### src/rtl/simd_mem_req_arbiter_pkg.sv
// simd_mem_req_arbiter shared package
// State encoding and counter width shared by the arbiter files
package simd_arb_pkg;

    typedef enum logic [1:0] {
        IDLE      = 2'd0,
        ISSUE     = 2'd1,
        ARM       = 2'd2,
        WAIT_DONE = 2'd3
    } simd_arb_state_e;

    localparam int SIMD_ARB_CNT_W = 32;

endpackage

### src/rtl/simd_mem_req_arbiter_if.sv
// simd_mem_req_arbiter bus interface
// Requester, splitter and AXI-B signals; slave = arbiter side
interface simd_mem_req_arbiter_if #(
    parameter int NUM_REQ        = 4,
    parameter int ADDR_WIDTH     = 64,
    parameter int REQ_SIZE_WIDTH = 16
);
    localparam int GW = $clog2(NUM_REQ);

    logic [NUM_REQ-1:0]                     req_valid;
    logic [NUM_REQ-1:0][ADDR_WIDTH-1:0]     req_addr;
    logic [NUM_REQ-1:0][REQ_SIZE_WIDTH-1:0] req_size;
    logic [NUM_REQ-1:0]                     req_ready;
    logic [ADDR_WIDTH-1:0]                  spl_addr;
    logic                                   spl_addr_valid;
    logic [REQ_SIZE_WIDTH-1:0]              spl_size;
    logic                                   spl_issue;
    logic                                   spl_complete;
    logic                                   wr_resp_valid;
    logic [GW-1:0]                          grant_id;
    logic                                   busy;
    logic                                   credit_err;

    modport slave (
        input  req_valid, req_addr, req_size,
        input  spl_issue, spl_complete, wr_resp_valid,
        output req_ready, spl_addr, spl_addr_valid, spl_size,
        output grant_id, busy, credit_err
    );

    modport master (
        output req_valid, req_addr, req_size,
        output spl_issue, spl_complete, wr_resp_valid,
        input  req_ready, spl_addr, spl_addr_valid, spl_size,
        input  grant_id, busy, credit_err
    );

endinterface

### src/rtl/simd_mem_req_arbiter_rr_pick.sv
// rr_pick: combinational round-robin priority picker
// Scans upward from last_grant+1, wrapping at N; one-hot result
module rr_pick #(
    parameter int N = 4
) (
    input  logic [N-1:0]         i_valid,
    input  logic [$clog2(N)-1:0] i_last_grant,
    output logic [N-1:0]         o_winner,
    output logic                 o_any
);
    localparam int IW = $clog2(N);

    int          w_tmp;
    logic [IW-1:0] w_idx;

    // Walk offsets from farthest to nearest so the nearest valid wins
    always_comb begin
        o_winner = '0;
        w_tmp    = 0;
        w_idx    = '0;
        for (int off = N; off >= 1; off--) begin
            w_tmp = (int'(i_last_grant) + off) % N;
            w_idx = IW'(w_tmp);
            if (i_valid[w_idx]) begin
                o_winner        = '0;
                o_winner[w_idx] = 1'b1;
            end
        end
    end

    assign o_any = |i_valid;

endmodule

### src/rtl/simd_mem_req_arbiter.sv
// simd_mem_req_arbiter: round-robin share of the SIMD 4 KB splitter
// Optional perf counters under `SIMD_ARB_PERF_CNT_EN
module simd_mem_req_arbiter
    import simd_arb_pkg::*;
#(
    parameter int NUM_REQ         = 4,
    parameter int ADDR_WIDTH      = 64,
    parameter int REQ_SIZE_WIDTH  = 16,
    parameter int MAX_OUTSTANDING = 8
) (
    input  logic clk,
    input  logic reset,
    simd_mem_req_arbiter_if.slave bus
`ifdef SIMD_ARB_PERF_CNT_EN
    ,
    output logic [NUM_REQ-1:0][SIMD_ARB_CNT_W-1:0] perf_grant_cnt,
    output logic [SIMD_ARB_CNT_W-1:0]              perf_stall_cnt
`endif
);
    localparam int GW = $clog2(NUM_REQ);
    localparam int OW = $clog2(MAX_OUTSTANDING + 1);
    // Two beats of headroom: one split can emit two AWs
    localparam logic [OW-1:0] CREDIT_LIM = OW'(MAX_OUTSTANDING - 2);

    simd_arb_state_e         r_state;
    simd_arb_state_e         w_state_nxt;
    logic [GW-1:0]           r_last_grant;
    logic [GW-1:0]           r_grant_id;
    logic [GW-1:0]           w_win_idx;
    logic [ADDR_WIDTH-1:0]   r_addr;
    logic [REQ_SIZE_WIDTH-1:0] r_size;
    logic [OW-1:0]           r_outstanding;
    logic                    r_credit_err;
    logic [NUM_REQ-1:0]      w_winner;
    logic                    w_any;
    logic                    w_credit_ok;
    logic                    w_accept;

    rr_pick #(
        .N (NUM_REQ)
    ) u_pick (
        .i_valid      (bus.req_valid),
        .i_last_grant (r_last_grant),
        .o_winner     (w_winner),
        .o_any        (w_any)
    );

    assign w_credit_ok = (r_outstanding <= CREDIT_LIM);
    assign w_accept    = (r_state == IDLE) && w_any && w_credit_ok;

    // One-hot winner to requester index
    always_comb begin
        w_win_idx = '0;
        for (int i = 0; i < NUM_REQ; i++) begin
            if (w_winner[i]) w_win_idx = GW'(i);
        end
    end

    // State register
    always_ff @(posedge clk) begin
        if (reset) r_state <= IDLE;
        else       r_state <= w_state_nxt;
    end

    // Next-state logic
    always_comb begin
        w_state_nxt = r_state;
        unique case (r_state)
            IDLE:      if (w_accept) w_state_nxt = ISSUE;
            ISSUE:     w_state_nxt = ARM;
            // Splitter complete is still high from its idle state here
            ARM:       w_state_nxt = WAIT_DONE;
            WAIT_DONE: if (bus.spl_complete) w_state_nxt = IDLE;
            default:   w_state_nxt = IDLE;
        endcase
    end

    // Output decode from registered state and latched request
    always_comb begin
        bus.req_ready      = w_accept ? w_winner : '0;
        bus.spl_addr_valid = (r_state == ISSUE);
        bus.busy           = (r_state != IDLE);
        bus.spl_addr       = r_addr;
        bus.spl_size       = r_size;
        bus.grant_id       = r_grant_id;
        bus.credit_err     = r_credit_err;
    end

    // Latch the winner's request on acceptance
    always_ff @(posedge clk) begin
        if (reset) begin
            r_addr       <= '0;
            r_size       <= '0;
            r_grant_id   <= '0;
            r_last_grant <= GW'(NUM_REQ - 1);
        end else if (w_accept) begin
            r_addr       <= bus.req_addr[w_win_idx];
            r_size       <= bus.req_size[w_win_idx];
            r_grant_id   <= w_win_idx;
            r_last_grant <= w_win_idx;
        end
    end

    // Outstanding AW tracking; underflow sets the sticky error
    always_ff @(posedge clk) begin
        if (reset) begin
            r_outstanding <= '0;
            r_credit_err  <= 1'b0;
        end else begin
            case ({bus.spl_issue, bus.wr_resp_valid})
                2'b10: r_outstanding <= r_outstanding + 1'b1;
                2'b01: begin
                    if (r_outstanding == '0) r_credit_err  <= 1'b1;
                    else                     r_outstanding <= r_outstanding - 1'b1;
                end
                default: ;
            endcase
        end
    end

`ifdef SIMD_ARB_PERF_CNT_EN
    logic [NUM_REQ-1:0][SIMD_ARB_CNT_W-1:0] r_grant_cnt;
    logic [SIMD_ARB_CNT_W-1:0]              r_stall_cnt;

    // Saturating per-requester grants and credit-stall cycles
    always_ff @(posedge clk) begin
        if (reset) begin
            r_grant_cnt <= '0;
            r_stall_cnt <= '0;
        end else begin
            for (int i = 0; i < NUM_REQ; i++) begin
                if (w_accept && w_winner[i] && (r_grant_cnt[i] != '1))
                    r_grant_cnt[i] <= r_grant_cnt[i] + 1'b1;
            end
            if ((r_state == IDLE) && w_any && !w_credit_ok)
                r_stall_cnt <= r_stall_cnt + 1'b1;
        end
    end

    assign perf_grant_cnt = r_grant_cnt;
    assign perf_stall_cnt = r_stall_cnt;
`endif

endmodule

### src/flat_wrapper.sv
// flat-port wrapper written by rule: the top's interface ports become plain ports
module simd_mem_req_arbiter_flat import simd_arb_pkg::*;
#(
    parameter int NUM_REQ         = 4,
    parameter int ADDR_WIDTH      = 64,
    parameter int REQ_SIZE_WIDTH  = 16,
    parameter int MAX_OUTSTANDING = 8
)
  (clk, reset, bus_req_valid, bus_req_addr, bus_req_size, bus_spl_issue, bus_spl_complete, bus_wr_resp_valid, bus_req_ready, bus_spl_addr, bus_spl_addr_valid, bus_spl_size, bus_grant_id, bus_busy, bus_credit_err);
  simd_mem_req_arbiter_if #(.NUM_REQ(NUM_REQ), .ADDR_WIDTH(ADDR_WIDTH), .REQ_SIZE_WIDTH(REQ_SIZE_WIDTH)) bus_i ();
  input  logic clk;
  input  logic reset;
  input wire logic [$bits(bus_i.req_valid)-1:0] bus_req_valid;
  input wire logic [$bits(bus_i.req_addr)-1:0] bus_req_addr;
  input wire logic [$bits(bus_i.req_size)-1:0] bus_req_size;
  input wire logic [$bits(bus_i.spl_issue)-1:0] bus_spl_issue;
  input wire logic [$bits(bus_i.spl_complete)-1:0] bus_spl_complete;
  input wire logic [$bits(bus_i.wr_resp_valid)-1:0] bus_wr_resp_valid;
  output wire logic [$bits(bus_i.req_ready)-1:0] bus_req_ready;
  output wire logic [$bits(bus_i.spl_addr)-1:0] bus_spl_addr;
  output wire logic [$bits(bus_i.spl_addr_valid)-1:0] bus_spl_addr_valid;
  output wire logic [$bits(bus_i.spl_size)-1:0] bus_spl_size;
  output wire logic [$bits(bus_i.grant_id)-1:0] bus_grant_id;
  output wire logic [$bits(bus_i.busy)-1:0] bus_busy;
  output wire logic [$bits(bus_i.credit_err)-1:0] bus_credit_err;
  assign bus_i.req_valid = bus_req_valid;
  assign bus_i.req_addr = bus_req_addr;
  assign bus_i.req_size = bus_req_size;
  assign bus_i.spl_issue = bus_spl_issue;
  assign bus_i.spl_complete = bus_spl_complete;
  assign bus_i.wr_resp_valid = bus_wr_resp_valid;
  assign bus_req_ready = bus_i.req_ready;
  assign bus_spl_addr = bus_i.spl_addr;
  assign bus_spl_addr_valid = bus_i.spl_addr_valid;
  assign bus_spl_size = bus_i.spl_size;
  assign bus_grant_id = bus_i.grant_id;
  assign bus_busy = bus_i.busy;
  assign bus_credit_err = bus_i.credit_err;
  simd_mem_req_arbiter #(.NUM_REQ(NUM_REQ), .ADDR_WIDTH(ADDR_WIDTH), .REQ_SIZE_WIDTH(REQ_SIZE_WIDTH), .MAX_OUTSTANDING(MAX_OUTSTANDING)) u_core (.clk(clk), .reset(reset), .bus(bus_i));
endmodule
### config.mk
export PLATFORM = sky130hd
export DESIGN_NAME = simd_mem_req_arbiter_flat
export DESIGN_NICKNAME = d
export VERILOG_FILES = /design/src/rtl/simd_mem_req_arbiter_pkg.sv /design/src/rtl/simd_mem_req_arbiter_if.sv /design/src/rtl/simd_mem_req_arbiter_rr_pick.sv /design/src/rtl/simd_mem_req_arbiter.sv /design/src/flat_wrapper.sv
export SDC_FILE = /design/constraint.sdc
export NUM_CORES = 1
export LEC_CHECK = 0
export ABC_AREA = 0
export CORE_AREA = 3 3 159 161
export CTS_CLUSTER_DIAMETER = 40
export CTS_CLUSTER_SIZE = 28
export DETAILED_ROUTE_END_ITERATION = 16
export DIE_AREA = 0 0 162 164
export GPL_ROUTABILITY_DRIVEN = 0
export PLACE_DENSITY_LB_ADDON = 0.3
export SLEW_MARGIN = 20
export SYNTH_ARGS = -nofsm -noshare
export SYNTH_HDL_FRONTEND = slang
export SYNTH_SLANG_ARGS = --single-unit
### constraint.sdc
create_clock -name clk -period 3.3 [get_ports clk]
set_input_delay 0.33 -clock clk [delete_from_list [all_inputs] [get_ports clk]]
set_output_delay 0.33 -clock clk [all_outputs]
set_load 0.05 [all_outputs]
Yosys cells after proc, flatten, opt, wreduce, memory -nomap -nowiden
Cells that the tools add are included.
Widths: inputs -> output; s select.
Word-level totals
  bits in registers: 91
  bits in latches: 0
  RAM bits: 0
  ROM bits: 0
  input port bits: 329
  output and inout bits: 89
  logic and storage cells: 78
  memories: 0
Operators by class
  add/subtract/negate cells: 6
  multiply operators: 0
  divide/modulo/power cells: 0
  $lt $le $gt $ge: 10
  eq/ne operators: 8
  shift-type cells: 0
  multiplexer cells: 33
  bitwise operators: 0
  reduce and logical (&&, ||, !) cells: 14
Operators by type and width (count)
  $bmux 64 s2: 1
  $mux 64: 1
  $bmux 16 s2: 1
  $mux 4: 6
  $mux 16: 1
  $lt 2x3->1 const B: 5
  $mux 1: 9
  $bmux 1 s2: 4
  $demux 1 s2: 4
  $ge 2x1->1 const B: 4
  $mux 2: 4
  $pmux 2 s4: 1
  $pmux 4 s2: 1
  $eq 2x2->1 const B: 3
  $logic_and 1x1->1: 6
  $reduce_and 2->1: 3
  $add 2x1->2 const B: 2
  $add 2x2->2 const B: 2
  $add 4x1->4 const B: 1
  $eq 2x1->1 const B: 2
  $le 4x3->1 const B: 1
  $logic_not 4->1: 1
  $ne 2x2->1 const B: 2
  $reduce_bool 2->1: 2
  4 further kinds: 4

Logic depth before layout (Yosys ltp)
Gate-level depths: netlist of the first run.
  depth in word-level cells: 14
  depth in mapped cells: 11
  mapped depth without buffers: 9

Modules after synthesis
Synthesis of the first run repeated with hierarchy kept, for this count alone.
Unflattened totals
  cells, all modules: 768
  area, all modules: 6472.5 um^2
By module, submodules not included
  simd_mem_req_arbiter: times used 1, cells each 722, area an instance 6064.6 um^2, seq. area each 1821.7 um^2
  rr_pick: times used 1, cells each 46, area an instance 407.9 um^2, seq. area each 0.0 um^2

Least setup slack after synthesis of the first run
OpenSTA, ideal clock, no wires.
  path type: reg2out
  from: register u_core.r_last_grant[0]
  to: output port bus_req_ready[1]
  arrival: 3100 ps
  data required time: 2970 ps
  slack: -130 ps
  cell stages (with the launch flop): 11
  path buffers: 4
  cell sequence: dfxtp_1 -> buf_2 -> inv_1 -> ha_1 -> mux4_2 -> nand3b_1 -> a311o_1 -> buf_2 -> buf_6 -> buf_6 -> nor2_1
Between the ends
  longest elaborated chain between the ends: 10
  elaborated cells between the ends (all ways): 37
  classes of those cells: add/sub (4); order compare (8); mux (21); reduce/logical (4)
RTL lines
  start: declaration: line simd_mem_req_arbiter.sv:27  | logic [GW-1:0] r_last_grant;
  start signal: assignment: line simd_mem_req_arbiter.sv:95  | r_last_grant <= GW'(NUM_REQ - 1);
  start signal: assignment: line simd_mem_req_arbiter.sv:100  | r_last_grant <= w_win_idx;
  $add 2x1->2: line simd_mem_req_arbiter_rr_pick.sv:22  | w_tmp = (int'(i_last_grant) + off) % N;
  $lt 2x3->1 (implied by the code) or $ge 2x1->1 (tied branches): line simd_mem_req_arbiter_rr_pick.sv:26  | o_winner[w_idx] = 1'b1;
  $logic_and 1x1->1 (implied by the code): line simd_mem_req_arbiter_rr_pick.sv:26
  $mux 1 (implied by the code): line simd_mem_req_arbiter_rr_pick.sv:26
  $demux 1 s2: line simd_mem_req_arbiter_rr_pick.sv:26
  $mux 4 (3 in series): line simd_mem_req_arbiter_rr_pick.sv:24  | if (i_valid[w_idx]) begin
  $mux 4 (*): line simd_mem_req_arbiter_rr_pick.sv:24
  $mux 4 (*): line simd_mem_req_arbiter.sv:80  | bus.req_ready = w_accept ? w_winner : '0;
  end: declaration: line flat_wrapper.sv:19  | output wire logic [$bits(bus_i.req_ready)-1:0] bus_req_ready;
Mark *: on every way between the ends. The rest lies on a longest branch, timed or not. The select of a mux whose other input is x is not followed.

Worst setup path after layout of the first run
Ends and elaborated chain as after synthesis.

==> results of run 1 <==
==> worst max-delay path: cells and delay by family (launching register included) <==
| family | cells | cell delay (ps) |
|---|---|---|
| buffers and inverters | 3 | 420 |
| muxes | 1 | 590 |
| AOI/OAI and AO/OA | 1 | 430 |
| adders and majority gates | 1 | 330 |
| DFF | 1 | 330 |
| and+or+nand+nor | 2 | 330 |
==> report_power, final <==
part	internal (mW)	total, mW	switching [mW]
clock	0.745	1.23	0.480
combinational	4.34	11.6	7.26
sequential	1.62	1.87	0.250
==> registers in the layout (all words and copies together) (netlist names) <==
| signal | flops |
|---|---|
| u_core.bus.credit_err | 1 |
| u_core.bus.grant_id | 2 |
| u_core.bus.spl_addr | 64 |
| u_core.bus.spl_size | 16 |
| u_core.r_last_grant | 2 |
| u_core.r_outstanding | 4 |
| u_core.r_state | 2 |
==> through the flow <==
step	std cells	total power, mW
floorplan	839	9.786
global placement	1518	13.43
detailed placement	1518	13.56
CTS	1534	14.84
global route	1535	15.73
finish	1535	14.69
==> how the worst max path moves through the flow <==
stage | depth (start not counted) | end | slack (ps)
final | 8 | bus_req_ready[1] | 160
after global routing | 8 | bus_req_ready[1] | 10
after CTS | 8 | bus_req_ready[1] | 100
after detailed placement | 7 | u_core.bus.spl_addr[31] | 220
after global placement | 8 | u_core.bus.spl_addr[63] | 260
after floorplan | 10 | bus_req_ready[3] | 4
==> area by class of cell <==
type,instances,share of cell area
clock inverter,4,0.008417
antenna,1,0.0002131
inverter,10,0.003196
clock buffer,12,0.02014
tap,324,0.03452
multi-input combinational,647,0.3853
timing repair buffer,446,0.3931
sequential,91,0.1551
==> cell families after synthesis <==
| logic type | Yosys count |
|---|---|
| mux | 5 |
| compound gates | 341 |
| fa+ha+maj | 15 |
| flops | 91 |
| buf+inv | 101 |
| xor+xnor | 3 |
| simple gates | 283 |
==> layer usage <==
layer / up-vias / part of all wire / track usage
li1: 3882 / - / -
met1: 3778 / 0.40 / 0.2484
met2: 351 / 0.49 / 0.3781
met3: 45 / 0.080 / 0.06179
met4: 0 / 0.030 / 0.07910
met5: - / 0 / 0
==> layout by cell type (no fill, tap or decap), types with 2 or more instances in the layout <==
cell type,netlist,final
clkdlybuf4s50_1,0,412
nor2_1,175,172
dfxtp_1,91,91
a21oi_1,85,85
nor2b_1,82,82
o211ai_1,80,80
o32ai_1,80,80
a211oi_2,79,79
buf_12,0,19
buf_4,0,15
ha_1,14,14
inv_1,10,10
nand2_1,9,9
clkbuf_16,0,9
mux4_2,4,4
nor3_1,4,4
nand2b_1,3,3
o22ai_1,3,3
a211oi_1,3,3
bufinv_16,0,3
clkbuf_1,57,3
o21ai_0,2,2
nand3_1,2,2
nor2_2,1,2
o211a_1,2,2
nor2_4,0,2
o21bai_1,2,2
xnor2_1,2,2
==> cells in the mapped netlist, drive strengths merged (3+ instances only) <==
| master | count | area share |
|---|---|---|
| a211oi | 82 | 0.15 |
| a21oi | 85 | 0.063 |
| buf | 34 | 0.033 |
| clkbuf | 57 | 0.032 |
| dfxtp | 91 | 0.27 |
| ha | 14 | 0.026 |
| inv | 10 | 0.0055 |
| mux4 | 4 | 0.013 |
| nand2 | 9 | 0.0050 |
| nand2b | 3 | 0.0028 |
| nor2 | 176 | 0.098 |
| nor2b | 82 | 0.076 |
| nor3 | 4 | 0.0030 |
| o211ai | 80 | 0.089 |
| o22ai | 3 | 0.0028 |
| o32ai | 80 | 0.10 |
==> summary.md, run 1 <==
| Metric | Value |
|---|---|
| Status | `complete, no violations` |
| Die area | `26,570 um2` |
| Total track usage | `0.2149` |
| Residual DRC | `0` |
| Req. time, crit path | `2970 ps` |
| R2r setup slk | `330 ps` |
| PD cells | `1251 nW/um2` |
| Total vias in the final route | `8,056` |
| Fin Setup TNS | `0 ps` |
| DRT Pass-1 Iters | `4` |
| Largest net degree at the start of global routing | `63` |
| Clk_lat worst skew | `350 ps` |
| Grt ovf | `0` |
| Post-Synth Simple-Gate Area | `0.1937` |
| Worst Setup End Kind | `output pin` |
| Via density per instance | `5.248` |
| Final period utilization | `0.9520` |
| Worst hold path depth | `2` |
| Setup bufs post-CTS | `0` |
| Post-synth ARST share | `0` |
| F_max | `0.3183 GHz` |
| Core Rows | `57` |
| First-pass GRT wire length | `45,040 um` |
| Initial Util | `0.2811` |
| RSZ-0062 raised after global routing | `no` |
| Final worst slack | `158.4 ps` |
| Sequential-to-total area share from yosys stat | `0.2688` |
| CTS clk-pin slew, worst paths | `70 ps` |
| Post-CTS sizing | `0` |
| Initial DRC Count | `453` |
| Final Critical Period | `3142 ps` |
| FF-to-FF Start | `u_core.r_last_grant[0]` |
| Slew margin rel. | `0.4191` |
| Mux cell area share after synthesis | `0.01477` |
| Post-synthesis xor/xnor area fraction | `0.003877` |
| Yosys warns | `0` |
| Total CTS buffers | `9` |
| Final hold violations | `0` |
| VDD IR max | `972.6 uV` |
| Hold Buf Count CTS | `0` |
| Avg Inst Size Synth | `8.077 um2` |
| FF+latch area | `1822 um2` |
| Post-DRT Antenna Nets | `0` |
| Dpl cell area | `11,400 um2` |
| Worst reg2reg path depth | `8` |
| Max-cap viol count | `0` |
| Setup-failing EPs final | `0` |
| Die X | `162 um` |
| Hold Path Sink | `u_core.bus.credit_err` |
| Post-synthesis register bit count | `91` |
| Leakage | `4.063 nW` |
| Fill count | `2,381` |
| Netlist cell types | `40` |
| Longest Clk Path Bufs | `2` |
| WL/cell | `19.51 um` |
| Synth Area in Compound Gates | `0.4202` |
| Cells along the critical path | `inv_1 > ha_1 > mux4_2 > nand3b_1 > a311o_2 > buf_12 > nor2_4 > buf_12` |
| Worst Setup Start Kind | `flip-flop` |
| CP max FO | `54` |
| Final instance area | `11,740 um2` |
| Worst path max stage delay | `590 ps` |
| DP Worst Slack | `220.4 ps` |
| Final hold slack | `492.2 ps` |
| Worst hold path class | `flip-flop to flip-flop` |
| Top-level I/O count | `418` |
| Main combinational cell family by area after synthesis | `compound AO/OA/AOI/OAI gates` |
| Height of the die | `164 um` |
| Worst setup path start | `u_core.r_last_grant[0]` |
| Terminus of the critical flop-to-flop path | `u_core.bus.spl_addr[31]` |
| HP Start | `u_core.bus.credit_err` |
| Syn nets | `1,183` |
| CP dominant cell by count | `buf_12` |
| P&R area growth vs syn | `73.30%` |
| Post-DP HPWL | `21,950 um` |
| Share of cells above drive strength 1 | `0.1149` |
| Crit path max-delay cell type | `mux4_2` |
| Vias in the first global route | `8,079` |
| Core ar. | `24,110 um2` |
| Slew Viols, Final | `0` |
| Arrival @ worst endpoint | `2810 ps` |
| # nets final | `1,549` |
| Synth Area in Adders | `0.02880` |
| Critical path class | `flip-flop to output pin` |
| Worst-Margin Slew | `869.4 ps` |
| CTS tree | `yes` |
| Antenna violations before repair | `1` |
| Clock Sinks | `91` |
| Post-synthesis cell area | `6776 um2` |
| Post-synth EDFFs | `0` |
| Syn Inst Count | `839` |
| Skew final | `10.03 ps` |
| Area occupied by multi-input gates | `4524 um2` |
| Main synth FF type | `dfxtp_1` |
| Final core utilization | `0.4872` |
| H-tree Lvls | `3` |
| Port bufs | `417` |
| Root buf cell | `clkbuf_16` |
| Routed WL | `29,960 um` |
(Power assumes the default switching activity.)
==> inputs of run 2 (changes only) <==
--- a/config.mk
+++ b/config.mk
@@ -5,14 +5,15 @@
 export SDC_FILE = /design/constraint.sdc
 export NUM_CORES = 1
 export LEC_CHECK = 0
-export ABC_AREA = 0
-export CORE_AREA = 3 3 159 161
+export ABC_AREA = 1
+export CORE_MARGIN = 3
+export CORE_UTILIZATION = 30
 export CTS_CLUSTER_DIAMETER = 40
 export CTS_CLUSTER_SIZE = 28
 export DETAILED_ROUTE_END_ITERATION = 16
-export DIE_AREA = 0 0 162 164
 export GPL_ROUTABILITY_DRIVEN = 0
 export PLACE_DENSITY_LB_ADDON = 0.3
+export SETUP_SLACK_MARGIN = 0.3
 export SLEW_MARGIN = 20
 export SYNTH_ARGS = -nofsm -noshare
 export SYNTH_HDL_FRONTEND = slang
==> run 2 against run 1 <==
Compared with the run above: register-to-register slack improved by 200 ps; critical endpoint is now bus_req_ready[3]; largest power group unchanged; power up 14%; setup slack improved by 360 ps.
==> summary.md, run 2 <==
| Metric | Value |
|---|---|
| Max FFs per register | `64 (unchanged)` |
| Worst-Margin Slew | `733.7 ps (-135.7 ps)` |
| Root buf cell | `clkbuf_16` |
| Top-level I/O count | `418 (unchanged)` |
| RSZ-0062 raised after global routing | `no` |
| FF-to-FF Start | `u_core.r_last_grant[1]` |
| WL/cell | `15.21 um (-22%)` |
| Avg Inst Size Synth | `5.441 um2 (-33%)` |
| Int Pwr | `7.033 mW (+4.9%)` |
| Longest Clk Path Bufs | `2 (unchanged)` |
| P&R area growth vs syn | `63.86%` |
| Most frequent cells in the layout | `clkdlybuf4s50_1, nand2_1, nor2_1, inv_1, nand3_1` |
| Arrival @ worst endpoint | `2450 ps (-360 ps)` |
| Worst path max stage delay | `410 ps (-180 ps)` |
| Yosys warns | `0 (unchanged)` |
| Diode count | `0 (-1)` |
| CTS clk-pin slew, worst paths | `80 ps (about the same)` |
| Status | `complete, no violations` |
| Initial Util | `0.3074 (+0.02627)` |
| Buf/Inv on CP | `4 (+1)` |
| F_max | `0.3597 GHz (+13%)` |
| Area occupied by multi-input gates | `4563 um2 (+0.86%)` |
| Skew final | `14.85 ps (+4.819 ps)` |
| Worst setup path start | `u_core.r_last_grant[1]` |
| Worst Setup Start Kind | `flip-flop` |
| R2r setup slk | `530 ps (+200 ps)` |
| Final period utilization | `0.8424 (-0.1096)` |
| Fill count | `2,613 (+9.7%)` |
| Final core utilization | `0.5037 (+0.01652)` |
| Post-synth top cells | `nand2_1, nor2_1, inv_1, nand3_1, dfxtp_1` |
| Post-synthesis cell area | `7807 um2 (+15%)` |
| Terminus of the critical flop-to-flop path | `u_core.bus.spl_addr[21]` |
| Hold Buf Count CTS | `0 (unchanged)` |
| Largest net degree at the start of global routing | `84 (+33%)` |
| DRT Pass-1 Iters | `5 (+1)` |
| Setup-failing EPs final | `0 (unchanged)` |
| Die area | `28,000 um2 (+5.4%)` |
| Most common cell after layout, fill and taps aside | `clkdlybuf4s50_1` |
| Post-synthesis register bit count | `91 (unchanged)` |
| Die X | `167.3 um (+3.3%)` |
| Sequential-to-total area share from yosys stat | `0.2333 (-0.03550)` |
| Cells along the critical path | `clkinvlp_4 > ha_4 > inv_1 > nand3_2 > nand2_1 > nand3_1 > nand3_1 > a21oi_4 > buf_12 > nor2_1 > buf_12` |
| Worst path depth | `11 (+3)` |
| Delay-heaviest family, CP | `buffers and inverters` |
| Core Rows | `58 (+1.8%)` |
| Final hold violations | `0 (unchanged)` |
| CTS tree | `yes` |
| Synth top area cells | `dfxtp_1, nand2_1, nor2_1` |
| Post-DP HPWL | `22,510 um (+2.5%)` |
| Total CTS buffers | `9 (unchanged)` |
| Main synth FF type | `dfxtp_1` |
| Post-placement cell count | `2,110 (+39%)` |
| Share of cells above drive strength 1 | `0.03652 (-0.07835)` |
| Residual DRC | `0 (unchanged)` |
| CP max FO | `22 (-59%)` |
| Fin Setup TNS | `0 ps (unchanged)` |
| VDD IR max | `892.9 uV (-8.2%)` |
| Power share of the clock group | `0.070 (-0.013)` |
| H-tree Lvls | `3 (unchanged)` |
| Syn Inst Count | `1,435 (+71%)` |
| Synth top area share | `0.2333 (-0.03550)` |
| Via density per instance | `4.547 (-13%)` |
| Slew Viols, Final | `0 (unchanged)` |
| Grt ovf | `0 (unchanged)` |
| Antenna violations before repair | `0 (-1)` |
| Total vias in the final route | `9,716 (+21%)` |
| Reg power frac | `0.105 (-0.022)` |
| Post-synth ARST share | `0 (unchanged)` |
| CP endpoint | `bus_req_ready[3]` |
| Clk_lat worst skew | `350 ps (about the same)` |
| FF+latch area | `1827 um2 (+0.27%)` |
| Req. time, crit path | `2970 ps (about the same)` |
| Comb power frac | `0.825 (+0.035)` |
| Worst reg2reg path depth | `16 (+8)` |
| Area leader, netlist | `dfxtp_1` |
| Initial DRC Count | `535 (+18%)` |
| Slew margin rel. | `0.5109 (+0.09182)` |
| Dpl cell area | `12,210 um2 (+7.1%)` |
| Final Non-Filler Cells | `2,137 (+39%)` |
| Sw Ratio | `0.5804 (+0.03643)` |
| PD cells | `1310 nW/um2 (+4.7%)` |
| Port bufs | `417 (unchanged)` |
| Post-synth EDFFs | `0 (unchanged)` |
| Worst Setup End Kind | `output pin` |
| Critical path class | `flip-flop to output pin` |
| Netlist cell types | `31 (-23%)` |
| Final Critical Period | `2780 ps (-361.6 ps)` |
| Syn nets | `1,779 (+50%)` |
| Core ar. | `25,400 um2 (+5.4%)` |
| Routed WL | `32,500 um (+8.5%)` |
| Clock Sinks | `91 (unchanged)` |
| First-pass GRT wire length | `48,010 um (+6.6%)` |
| Vias in the first global route | `8,998 (+11%)` |
| Total track usage | `0.2114 (-0.003559)` |
| Post-DRT Antenna Nets | `0 (unchanged)` |
| Crit path max-delay cell type | `dfxtp_4` |
| Max-cap viol count | `0 (unchanged)` |
| Worst hold path class | `flip-flop to flip-flop` |
| # nets final | `2,146 (+39%)` |
| Switch Pwr | `9.728 mW (+22%)` |
| Height of the die | `167.3 um (+2.0%)` |
| Final instance area | `12,790 um2 (+8.9%)` |
| Overall power | `16.76 mW (+14%)` |
| Most frequent cell after synthesis | `nand2_1` |
| Leakage | `6.542 nW (+61%)` |
run 2: power by group through the flow:
stage | combinational, mW | clock, mW | sequential (mW)
after floorplan | 8.11 | 0 | 3.02
after global placement | 12.7 | 0 | 1.76
after detailed placement | 12.8 | 0 | 1.78
after CTS | 13.2 | 1.20 | 1.76
after global routing | 15.3 | 1.26 | 1.81
final | 13.8 | 1.17 | 1.77
run 2: cell families (layout without fill, tap and decap cells):
logic type | count (synthesis) | count (layout) | synth area share
buffers and inverters | 353 | 725 | 0.1902
AOI/OAI and AO/OA | 107 | 107 | 0.07340
adders and majority gates | 15 | 15 | 0.02500
xor gates and xnor gates | 1 | 1 | 0.001122
DFF | 91 | 91 | 0.2333
and+or+nand+nor | 868 | 868 | 0.4769
run 2: what timing repair did:
item | in CTS | in global routing
gates cloned | 2 | 4
setup endpoints to repair | 32 | 83
pin swaps | 1 | 1
gates resized for setup | 3 | 13
setup buffers | 2 | 3
run 2: area by class of cell:
type	instances	share of cell area
clock inverter	7	0.007726
sequential	91	0.1428
multi-input combinational	991	0.3567
inverter	267	0.07922
tap	330	0.03227
timing repair buffer	442	0.3637
clock buffer	9	0.01760
run 2: how the worst min path moves through the flow:
stage / end / cells past startpoint / startpoint / slack [ps]
5_1_grt: u_core.bus.grant_id[0] / 2 / u_core.bus.grant_id[0] / 500
3_5_place_dp: u_core.bus.grant_id[0] / 2 / u_core.bus.grant_id[0] / 460
3_3_place_gp: u_core.bus.credit_err / 2 / u_core.bus.credit_err / 460
2_1_floorplan: u_core.r_outstanding[0] / 1 / u_core.r_outstanding[0] / 460
6_report: u_core.bus.grant_id[0] / 2 / u_core.bus.grant_id[0] / 470
4_1_cts: u_core.bus.grant_id[0] / 2 / u_core.bus.grant_id[0] / 470
run 2: through the flow:
step | hold slack (ps) | worst slack (ps)
after floorplan | 455.4 | 418.1
after global placement | 455.5 | 384.8
after detailed placement | 458.2 | 280.9
after CTS | 470.4 | 315.1
after global routing | 503.0 | 316.4
final | 467.3 | 520.0
run 2: routing by layer:
metal	wire length, um	up-vias	part of all wire	global-route usage
met4	890	0	0.027	0.06759
li1	-	5010	-	-
met2	16170	327	0.50	0.3841
met3	1928	53	0.059	0.03730
met5	0	-	0	0
met1	13520	4326	0.42	0.2522
run 2: tightest hold or removal path, cell delays in order (launching register included):
cell	delay, ps
dfxtp_1	310
nand2_1	60
a21oi_1	50
==> inputs of run 3 (changes only) <==
==> constraint.sdc (replaced) <==
create_clock -name clk -period 2.5 [get_ports clk]
set_input_delay 0.25 -clock clk [delete_from_list [all_inputs] [get_ports clk]]
set_output_delay 0.25 -clock clk [all_outputs]
set_load 0.05 [all_outputs]
==> run 3 against run 2 <==
Compared with the run above: final area up 8.5%; setup slack worse by 370 ps; clock skew is 5.6 ps lower; core utilization is 4.3 points higher; register-to-register slack got worse by 380 ps; global-route usage up 0.49 points; wire length up 8.4%; count of clock-buffer cells in the layout up 2; sequential share of layout area shrank 1.1 points; sequential cell count unchanged.
==> summary.md, run 3 (same netlist as run 2, synthesis figures left out) <==
| Metric | Value |
|---|---|
| Hold Path Sink | `u_core.bus.credit_err` |
| Final hold violations | `0 (unchanged)` |
| P&R area growth vs syn | `77.76%` |
| Share of cells above drive strength 1 | `0.07936 (+0.04283)` |
| Slew Viols, Final | `0 (unchanged)` |
| Status | `complete, no violations` |
| HP Start | `reset` |
| Most frequent cells in the layout | `clkdlybuf4s50_1, nand2_1, nor2_1, inv_1, nand3_1` |
| Top-level I/O count | `418 (unchanged)` |
| Worst Setup Start Kind | `flip-flop` |
| Total vias in the final route | `10,120 (+4.2%)` |
| Grt ovf | `0 (unchanged)` |
| Worst-Margin Slew | `603.4 ps (-130.2 ps)` |
| Vias in the first global route | `9,130 (+1.5%)` |
| Antenna violations before repair | `4 (+4)` |
| Final period utilization | `0.9403` |
| RSZ-0062 raised after global routing | `yes` |
| Total track usage | `0.2163 (+0.004941)` |
| F_max | `0.4254 GHz` |
| Worst Setup End Kind | `flip-flop` |
| Core Rows | `58 (unchanged)` |
| WL/cell | `16.02 um (+5.4%)` |
| Max-cap viol count | `0 (unchanged)` |
| Most common cell after layout, fill and taps aside | `clkdlybuf4s50_1` |
| Routed WL | `35,220 um (+8.4%)` |
| # nets final | `2,205 (+2.7%)` |
| H-tree Lvls | `3 (unchanged)` |
| Via density per instance | `4.604 (+1.3%)` |
| Setup-failing EPs final | `0 (unchanged)` |
| Met3 GRT Util | `0.03541 (-0.001889)` |
| Post-DRT Antenna Nets | `0 (unchanged)` |
| Longest Clk Path Bufs | `2 (unchanged)` |
| Fin Setup TNS | `0 ps (unchanged)` |
| Met1 global-route usage | `0.2676 (+0.01540)` |
| FF-to-FF Start | `u_core.r_last_grant[1]` |
| Initial Util | `0.3074 (unchanged)` |
| Total CTS buffers | `9 (unchanged)` |
| Clock Sinks | `91 (unchanged)` |
| Initial DRC Count | `593 (+11%)` |
| Worst hold path class | `primary input to flip-flop` |
| Final core utilization | `0.5464 (+0.04271)` |
| Slew margin rel. | `0.5935 (+0.08258)` |
| Terminus of the critical flop-to-flop path | `u_core.bus.spl_addr[42]` |
| Clk_lat worst skew | `350 ps (about the same)` |
| Grt met2 use | `0.3787 (-0.005460)` |
| First-pass GRT wire length | `48,910 um (+1.9%)` |
| Gr busiest metal | `met2` |
| Worst hold path depth | `2 (unchanged)` |
| Residual DRC | `0 (unchanged)` |
| Port bufs | `417 (unchanged)` |
| Req. time, crit path | `2800 ps (-170 ps)` |
| Final hold slack | `352.0 ps (-115.3 ps)` |
| Worst reg2reg path depth | `17 (+1)` |
| CTS clk-pin slew, worst paths | `70 ps (about the same)` |
| Die X | `167.3 um (unchanged)` |
| Largest net degree at the start of global routing | `89 (+6.0%)` |
| Height of the die | `167.3 um (unchanged)` |
| Max FFs per register | `64 (unchanged)` |
| R2r setup slk | `150 ps (-380 ps)` |
| Post-DP HPWL | `22,980 um (+2.1%)` |
| Final Critical Period | `2351 ps` |
| Root buf cell | `clkbuf_16` |
| Core ar. | `25,400 um2 (unchanged)` |
| Critical path class | `flip-flop to flip-flop` |
| Die area | `28,000 um2 (unchanged)` |
| Arrival @ worst endpoint | `2650 ps (+200 ps)` |
| CTS tree | `yes` |
| DRT Pass-1 Iters | `5 (unchanged)` |
| Final instance area | `13,880 um2 (+8.5%)` |
| Dpl cell area | `12,500 um2 (+2.4%)` |
| Skew final | `9.292 ps (-5.559 ps)` |
| CP max FO | `10 (-55%)` |
run 3: cell types whose count changed in the layout (fill, tap and decap cells not counted), moves of 4 or more:
cell	before	now
nand2_2	2	7
nor2_2	0	5
nand2_1	350	342
buf_6	3	7
buf_12	11	27
nand3_1	95	91
buf_16	3	12
a21oi_1	87	83
buf_4	8	26
nor2_1	330	323
a21oi_2	1	5
clkbuf_16	13	22
run 3: what timing repair did:
| item | 4_1_cts | 5_1_grt |
|---|---|---|
| gates cloned | 8 | 17 |
| pin swaps | 6 | 32 |
| setup endpoints to repair | 87 | 89 |
| buffers inserted | 16 | 8 |
| hold buffers | 0 | 0 |
| endpoints found under the hold margin | 0 | 0 |
| gates resized for setup | 33 | 25 |
run 3: critical path, stage by stage (launching register included):
cell,delay (ps)
dfxtp_2,330
inv_2,50
ha_4,310
inv_2,50
nand3_4,100
nand2_4,80
nand3_2,80
nand3_2,90
a21oi_4,200
buf_12,140
buf_8,170
nand2_8,150
clkbuf_16,210
nand2_1,60
nand2_1,80
nand3_1,90
nand2_1,50
inv_1,50
run 3: worst max-delay path by stage:
| stage | depth (start not counted) | startpoint | to |
|---|---|---|---|
| floorplan | 8 | u_core.r_state[0] | bus_req_ready[0] |
| global route | 17 | u_core.r_last_grant[0] | u_core.bus.spl_size[9] |
| finish | 17 | u_core.r_last_grant[1] | u_core.bus.spl_addr[42] |
| detailed placement | 18 | bus_req_valid[2] | u_core.bus.spl_size[9] |
| CTS | 19 | u_core.r_last_grant[1] | u_core.bus.spl_size[15] |
| global placement | 18 | bus_req_valid[3] | u_core.bus.spl_size[9] |
run 3: per-layer routing:
metal | share of wire | routed length (um)
met1 | 0.40 | 14130
met2 | 0.48 | 16920
met3 | 0.075 | 2652
met4 | 0.043 | 1504
met5 | 0.00034 | 12
run 3: layout make-up:
type                       count  area, um2
sequential                    91       1824
inverter                     267       1010
timing repair buffer         500       5639
clock buffer                  11      232.7
clock inverter                 4      52.55
antenna                        3      7.507
multi-input combinational    992       4700
tap                          330      412.9
fill                        2517      11520
run 3: metrics by stage:
stage	std cells	setup slack, ps
6_report	2198	149.2
5_1_grt	2198	-3.688
4_1_cts	2170	157.9
3_5_place_dp	2131	-54.18
3_3_place_gp	2131	-18.42
2_1_floorplan	1435	248.9
Power of run 3 is left out: the tool's default activity adds up to more than one toggle a clock period on the data nets, which glitch-free logic cannot reach.
